**src/rtl/xbar_pkg.sv**
```systemverilog
// xbar_pkg: shared state type, encoding width and default widths for the
// crossbar crosspoint and its gates.
package xbar_pkg;

  localparam int XBAR_ADDR_W  = 32;
  localparam int XBAR_DATA_W  = 32;
  localparam int XBAR_TMO_CYC = 64;
  localparam int XBAR_STATE_W = 3;

  typedef enum logic [XBAR_STATE_W-1:0] {
    IDLE    = 3'd0,
    CONNECT = 3'd1,
    ANSWER  = 3'd2,
    READ    = 3'd3,
    RELEASE = 3'd4,
    ERR     = 3'd5
  } xbar_state_e;

  // Width of a counter that must hold values up to cyc-1.
  function automatic int xbar_cnt_w(input int cyc);
    return (cyc > 2) ? $clog2(cyc) : 1;
  endfunction

endpackage

```
**src/rtl/xbar_gate.sv**
```systemverilog
// xbar_gate: a single bus gate of the crosspoint; a closed gate drives zero.
module xbar_gate #(
  parameter int WIDTH = 1
) (
  input  logic             sel,
  input  logic [WIDTH-1:0] d,
  output logic [WIDTH-1:0] q
);

  assign q = sel ? d : '0;

endmodule

```
**src/rtl/xbar_crosspoint.sv**
```systemverilog
// xbar_crosspoint: one crosspoint of a crossbar column. A Moore FSM opens the
// forward gates (request/address/command/write data) while connected, then the
// acknowledge and read-data return gates for one cycle each.
// Optional feature macro: XBAR_XP_TIMEOUT_EN adds an out_ack wait limit of
// TMO_CYC cycles and an ERR state that answers the initiator with in_err.
module xbar_crosspoint
  import xbar_pkg::*;
#(
  parameter int ADDR_W  = XBAR_ADDR_W,
  parameter int DATA_W  = XBAR_DATA_W,
  parameter int TMO_CYC = XBAR_TMO_CYC
) (
  input  logic              clk,
  input  logic              reset,
  input  logic              en,
  input  logic              grant,
  input  logic              in_req,
  input  logic [ADDR_W-1:0] in_addr,
  input  logic              in_cmd,
  input  logic [DATA_W-1:0] in_wdata,
  output logic              in_ack,
  output logic [DATA_W-1:0] in_rdata,
  output logic              in_err,
  output logic              out_req,
  output logic [ADDR_W-1:0] out_addr,
  output logic              out_cmd,
  output logic [DATA_W-1:0] out_wdata,
  input  logic              out_ack,
  input  logic [DATA_W-1:0] out_rdata,
  output logic              busy,
  output logic              done
);

  xbar_state_e state_q, state_d;
  logic        cmd_q, cmd_d;
  logic        fwdOpen, ackOpen, rdOpen, errOpen, stateLegal;
  logic        ackFwd;

`ifdef XBAR_XP_TIMEOUT_EN
  localparam int              TMO_W    = xbar_cnt_w(TMO_CYC);
  localparam logic [TMO_W-1:0] TMO_LAST = TMO_W'(TMO_CYC - 2);
  logic [TMO_W-1:0] tmo_q, tmo_d;
`endif

  // Next-state logic and Moore decode of the gate controls from the state register.
  always_comb begin
    state_d    = state_q;
    cmd_d      = cmd_q;
    fwdOpen    = 1'b0;
    ackOpen    = 1'b0;
    rdOpen     = 1'b0;
    errOpen    = 1'b0;
    stateLegal = 1'b1;
`ifdef XBAR_XP_TIMEOUT_EN
    tmo_d      = tmo_q;
`endif
    case (state_q)
      IDLE: begin
        if (grant && in_req) begin
          state_d = CONNECT;
`ifdef XBAR_XP_TIMEOUT_EN
          tmo_d   = '0;
`endif
        end
      end
      CONNECT: begin
        fwdOpen = 1'b1;
        cmd_d   = in_cmd;
        if (out_ack) begin
          state_d = ANSWER;
        end
`ifdef XBAR_XP_TIMEOUT_EN
        else begin
          tmo_d = tmo_q + 1'b1;
          if (tmo_q == TMO_LAST) begin
            state_d = ERR;
          end
        end
`endif
      end
      ANSWER: begin
        ackOpen = 1'b1;
        state_d = cmd_q ? RELEASE : READ;
      end
      READ: begin
        rdOpen  = 1'b1;
        state_d = RELEASE;
      end
      RELEASE: begin
        if (!in_req) begin
          state_d = IDLE;
        end
      end
`ifdef XBAR_XP_TIMEOUT_EN
      ERR: begin
        errOpen = 1'b1;
        state_d = RELEASE;
      end
`endif
      default: begin
        stateLegal = 1'b0;
        state_d    = IDLE;
      end
    endcase
  end

  // State register: reset wins over everything, en freezes, illegal codes recover regardless of en.
  always_ff @(posedge clk) begin
    if (!reset) begin
      state_q <= IDLE;
      cmd_q   <= 1'b0;
`ifdef XBAR_XP_TIMEOUT_EN
      tmo_q   <= '0;
`endif
    end else if (en || !stateLegal) begin
      state_q <= state_d;
      cmd_q   <= cmd_d;
`ifdef XBAR_XP_TIMEOUT_EN
      tmo_q   <= tmo_d;
`endif
    end
  end

  xbar_gate #(.WIDTH(1)) u_gate_req (
    .sel(fwdOpen), .d(in_req), .q(out_req)
  );

  xbar_gate #(.WIDTH(ADDR_W)) u_gate_addr (
    .sel(fwdOpen), .d(in_addr), .q(out_addr)
  );

  xbar_gate #(.WIDTH(1)) u_gate_cmd (
    .sel(fwdOpen), .d(in_cmd), .q(out_cmd)
  );

  // Write data only passes for write commands so reads never leak initiator data.
  xbar_gate #(.WIDTH(DATA_W)) u_gate_wdata (
    .sel(fwdOpen & in_cmd), .d(in_wdata), .q(out_wdata)
  );

  xbar_gate #(.WIDTH(1)) u_gate_ack (
    .sel(ackOpen), .d(out_ack), .q(ackFwd)
  );

  xbar_gate #(.WIDTH(DATA_W)) u_gate_rdata (
    .sel(rdOpen), .d(out_rdata), .q(in_rdata)
  );

`ifdef XBAR_XP_TIMEOUT_EN
  assign in_ack = ackFwd | errOpen;
  assign in_err = errOpen;
`else
  // No error path in this build; TMO_CYC is always >= 2 so this is constant 0.
  assign in_ack = ackFwd | errOpen;
  assign in_err = (TMO_CYC == 0);
`endif

  assign busy = (state_q != IDLE);
  assign done = (state_q == RELEASE) && en && !in_req;

endmodule

```
**config.mk**
```make
export PLATFORM = sky130hd
export DESIGN_NAME = xbar_crosspoint
export DESIGN_NICKNAME = d
export VERILOG_FILES = /design/src/rtl/xbar_pkg.sv /design/src/rtl/xbar_gate.sv /design/src/rtl/xbar_crosspoint.sv
export SDC_FILE = /design/constraint.sdc
export NUM_CORES = 1
export LEC_CHECK = 0
export ABC_AREA = 1
export ABC_CLOCK_PERIOD_IN_PS = 1890
export CAP_MARGIN = 20
export CORE_AREA = 2 2 78 80
export DETAILED_ROUTE_END_ITERATION = 10
export DIE_AREA = 0 0 80 82
export GPL_TIMING_DRIVEN = 0
export PLACE_DENSITY = 0.8
export SYNTH_ARGS = -nofsm -noshare
export SYNTH_HDL_FRONTEND = slang
export SYNTH_HIERARCHICAL = 1
export SYNTH_SLANG_ARGS = --single-unit
```
**constraint.sdc**
```tcl
create_clock -name clk -period 1.89 [get_ports clk]
set_input_delay 0.378 -clock clk [delete_from_list [all_inputs] [get_ports clk]]
set_output_delay 0.378 -clock clk [all_outputs]
set_load 0.03 [all_outputs]
```
==> results of run 1 <==
report_power, final:
part           switching, mW  total (mW)  internal, mW
Combinational           1.27        2.10         0.832
Sequential            0.0350       0.156         0.121
Clock                 0.0385       0.174         0.135
Total                   1.34        2.43          1.09
metrics by stage:
step	worst slack, ps	hold WS, ps	instance area (um^2)	TNS, ps	power, mW
finish	55.35	463.6	3196	0	2.431
detailed placement	-604.4	459.8	3302	-39110	2.273
global placement	-591.3	457.7	3302	-37580	2.249
floorplan	243.3	446.8	1176	0	1.373
global route	-10.43	478.5	3196	-39.52	2.614
CTS	0.02154	465.0	3201	0	2.417
worst min-delay path: stages, from the launching register on:
cell and delay [ps]:
dfxtp_1 300, nand2_1 70, a21boi_2 40
sequential cells by signal, summed over array words and instances (netlist names):
name,count
state_q,3
cmd_q,1
routing by layer:
metal | vias up | track usage [%] | share of wire, %
met2 | 80 | 35.17 | 56
li1 | 1109 | - | -
met4 | 0 | 3.220 | 0.66
met1 | 874 | 15.49 | 34
met5 | - | 0 | 0
met3 | 4 | 5.275 | 9.0
placed cells by master (no fill, tap or decap), types with 2 or more instances in the layout:
cell             instances
inv_4                    2
nand2_2                  2
clkdlybuf4s15_2         17
dlygate4sd2_1            7
buf_6                   16
nand3_2                  2
nand2_1                116
o21ai_0                  2
clkdlybuf4s50_1        101
nor2_1                   6
dfxtp_2                  2
buf_4                   26
clkbuf_8                 3
inv_2                    4
nor2_4                   4
clkbuf_4                 5
inv_1                  102
buf_2                   49
layout make-up:
class / count / area (um^2)
fillers: 597 / 2550
repair buffers: 213 / 1844
multi-input cells: 139 / 606.8
inverters: 108 / 410.4
plain buffers: 10 / 112.6
well taps: 75 / 93.84
flip-flops and latches: 4 / 86.33
clock buffers: 3 / 41.29
worst paths after layout:
| check | from | end | slack, ps |
|---|---|---|---|
| min reg2reg | cmd_q | cmd_q | 460 |
| max | state_q[2] | out_wdata[15] | 60 |
| min | cmd_q | cmd_q | 460 |
| max reg2reg | state_q[2] | cmd_q | 720 |
cell families after synthesis:
kind of cell,after synthesis,synth area share (%)
other,1,0.3188
DFF,4,6.809
and+or+nand+nor,135,47.34
buffers and inverters,118,43.72
AOI/OAI and AO/OA,3,1.808
repair_timing:
item / 4_1_cts / 5_1_grt
cloned: 3 / 0
gates resized for setup: 448 / 67
setup endpoints to repair: 101 / 94
pin swaps: 3 / 3
setup buffers: 5 / 2
==> qor.yml, run 1 <==
outcome:
  status: "completed"
worst_setup_path:
  crit_top_cell: "nor2_4"
  critPathBufInv: 4
  crit_path_end_kind: "output pin"
  rr_worst_depth: 7
  cp.arrival_ps: 1460
  crit_family: "buffers and inverters"
  slowest_delay_ps: 370
  required_ps: 1510
  path_cells: "nor2_4 > nand2_4 > nor2_4 > buf_12 > buf_6 > nand2_1 > inv_1 > buf_2"
  crit_path_start_kind: "flip-flop"
  cp_max_fo: 8
  critPathSlowestCell: "dfxtp_4"
  worst-path-stages: 8
  path_class: "reg2out"
yosys:
  yosysSeqAreaShare_pct: 6.809
  synthTopCellsByArea: "nand2_1 (37%), inv_1 (33%), buf_6 (8.6%)"
  yosys_most_used_dff: "dfxtp_1"
  ys_types: 17
  yosysMostFrequentCell: "nand2_1"
  synthCells: 261
  synthesis.nets: 364
  syn_avg_cell_area_um2: 4.506
  synth_edf_count: 0
  yosysTopAreaCellShare_pct: 37.02
  synth_commonest_cells: "nand2_1 (116), inv_1 (103), buf_6 (9), nor2_1 (8), inv_2 (5)"
  async_flop_share_pct: 0
  synth_warnings: 6
  synth-seq-cells: 4
  synth_area_mm2: 0.001176
  synth_top_area_cell: "nand2_1"
clocking:
  insertion_delay_ps: 210
  htreeDepth: 1
  cts_root_buf: "clkbuf_8"
  clk_pin_slew_ps: 30
  holdBufCountCts: 0
  cts_tree: "built"
  numCtsBuffers: 3
  clk_path_buf_depth: 2
  cts_sinks: 4
sta:
  min_period_ps: 1835
  finalSetupViolations: 0
  finClkSkew_ps: 0.6068
  clock.fmax_ghz: 0.5451
  hold_viol: 0
  finalCritPeriodShare_pct: 97.07
  final_max_slew_viol_count: 0
place:
  dp_cells: 539
  io_buffers: 203
  post-dp-hpwl_mm: 5.190
  place_congestion: 0.8018
routing:
  vias_per_cell: 3.745
  wl_mm: 6.091
  via_count: 2067
  wl_per_cell_um: 11.03
  drtIter0Drc: 47
  dr.pass1.iters: 4
  post-route-drc-count: 0
  drt.antenna.violating_nets: 0
layout:
  nNetsFinal: 582
  syn_to_final_growth_pct: 171.7
  utilization_pct: 55.62
  drive_above_1_share_pct: 29.14
  n_antenna_cell: 0
  final_cells: 552
floorplan:
  die_w_um: 80
  coreArea_mm2: 0.005746
  start_util_pct: 20.47
  fp-row-count: 28
  io_pins: 205
  die_area_mm2: 0.006560
  die_y_um: 82
power:
  p_leak_nw: 2.292
  powerDensity_mw_per_mm2: 760.8
  vdd.ir_drop.worst_mv: 0.4685
hold_path:
  hold_class: "reg2reg"
  hold-path-cell-count: 2
global_routing:
  grt_pass1_vias: 1813
  grt_pass1_wl_mm: 8.631
  antenna_found_initial: 0
  track_usage_pct: 16.69
  grt_max_degree: 11
  grt-ovfl-total: 0
job:
  drv_cap: 0
(Power assumes the default switching activity.)
==> inputs of run 2 (changes only) <==
- REMOVE_ABC_BUFFERS: unset -> 1
==> run 2 against run 1 <==
  * The flow now finishes with violations (setup timing)
  * Critical path depth unchanged
  * Non-clock buffer count is 9 lower
  * Register-to-register slack got worse by 210 ps
  * Wire length grew 6.9%
  * Critical path type unchanged
  * Highest routed layer unchanged
==> qor.yml, run 2 (synthesized netlist as in run 1, its figures left out) <==
outcome:
  status: "complete, but fails checks"
  violations: "setup timing"
clocking:
  insertion_delay_ps: 210
  clk_pin_slew_ps: 30
  holdBufCountCts: 0
  cts_tree: "built"
  clk_path_buf_depth: 2
  cts_sinks: 4
  cts_root_buf: "clkbuf_8"
  htreeDepth: 1
  numCtsBuffers: 3
power:
  p_leak_nw: 2.263
  powerDensity_mw_per_mm2: 737.7
  vdd.ir_drop.worst_mv: 0.4335
worst_setup_path:
  path_class: "reg2out"
  crit_path_start_kind: "flip-flop"
  required_ps: 1510
  cp.arrival_ps: 1530
  crit_path_end_kind: "output pin"
  cp_max_fo: 8
global_routing:
  met3_usage_pct: 5.604
  antenna_found_initial: 0
  grt_use_met1_pct: 16.74
  grt_pass1_wl_mm: 8.369
  grt.busiest_layer: "met2"
  grt_max_degree: 36
  track_usage_pct: 16.00
  grt_pass1_vias: 1762
  grt-ovfl-total: 0
  use_met2_pct: 31.17
sta:
  min_period_ps: 1903
  hold_viol: 0
  fin_setup_tns_ps: -56.64
  finalSetupViolations: 9
  finalCritPeriodShare_pct: 100.7
  clock.fmax_ghz: 0.5254
  finClkSkew_ps: 0.1898
  final_max_slew_viol_count: 0
  worst_slack_ps: -13.41
  whs_ps: 469.0
  rsz0062_at_grt: "yes"
layout:
  nNetsFinal: 575
  drive_above_1_share_pct: 44.47
  largest_reg_flops: 3
  n_antenna_cell: 0
  layout_commonest_cell: "clkdlybuf4s50_1"
  syn_to_final_growth_pct: 203.5
  reg_top3: "state_q (3), cmd_q (1)"
  largest_register: "state_q"
  utilization_pct: 62.13
  final_cells: 545
  layout_common_cells: "clkdlybuf4s50_1 (101), nand2_1 (83), buf_6 (64)"
routing:
  drtIter0Drc: 95
  wl_mm: 6.513
  via_count: 2090
  post-route-drc-count: 0
  drt.antenna.violating_nets: 0
  wl_per_cell_um: 11.95
  vias_per_cell: 3.835
  dr.pass1.iters: 4
floorplan:
  die_area_mm2: 0.006560
  die_w_um: 80
  start_util_pct: 20.47
  die_y_um: 82
  coreArea_mm2: 0.005746
  fp-row-count: 28
  io_pins: 205
place:
  post-place-ws_ps: -850.1
  post-dp-hpwl_mm: 4.779
  io_buffers: 203
  place_congestion: 0.8657
  dp_cells: 530
job:
  drv_cap: 0
hold_path:
  hold_class: "reg2reg"
-- run 2: what timing repair did --
item | 4_1_cts | 5_1_grt
pin swaps | 3 | 6
setup endpoints to repair | 101 | 100
buffers inserted | 4 | 3
gates cloned | 1 | 4
gates resized for setup | 464 | 291
-- run 2: final cells by class --
cell class / count / area, um^2
fill: 487 / 2176
tap: 75 / 93.84
timing repair inverter: 1 / 8.758
inverter: 108 / 425.4
sequential: 4 / 83.83
clock buffer: 3 / 41.29
multi-input combinational: 140 / 729.5
timing repair buffer: 214 / 2187
-- run 2: through the flow --
stage | area, um^2 | total power [mW]
finish | 3570 | 2.633
global route | 3570 | 2.803
CTS | 3102 | 2.307
detailed placement | 3207 | 2.170
global placement | 3193 | 2.143
floorplan | 1067 | 1.270
-- run 2: path summary, 6_finish.rpt --
| check | start | endpoint | slack, ps | depth (start not counted) |
|---|---|---|---|---|
| worst max-delay path | state_q[0] | out_wdata[11] | -10 | 8 |
| worst min-delay path | cmd_q | cmd_q | 470 | 2 |
| worst max register to register | state_q[0] | cmd_q | 510 | 8 |
| worst min register to register | cmd_q | cmd_q | 470 | 2 |
-- run 2: worst max-delay path: stages, from the launching register on --
cell and delay, ps:
dfxtp_2 360, inv_4 60, nor2_4 180, nand2_8 120, nor2_4 160, clkbuf_16 180
nand2_1 50, inv_1 60, buf_6 130
-- run 2: where the power goes --
| group | leakage (nW) | internal, mW | switching (mW) |
|---|---|---|---|
| Sequential | 0.0339 | 0.118 | 0.0446 |
| Clock | 0.0216 | 0.135 | 0.0406 |
| Combinational | 2.21 | 0.914 | 1.38 |
-- run 2: per-layer routing --
layer	wire length, um	vias up
li1	-	1095
met1	2313	903
met2	3604	90
met3	575	2
met4	19	0
met5	0	-
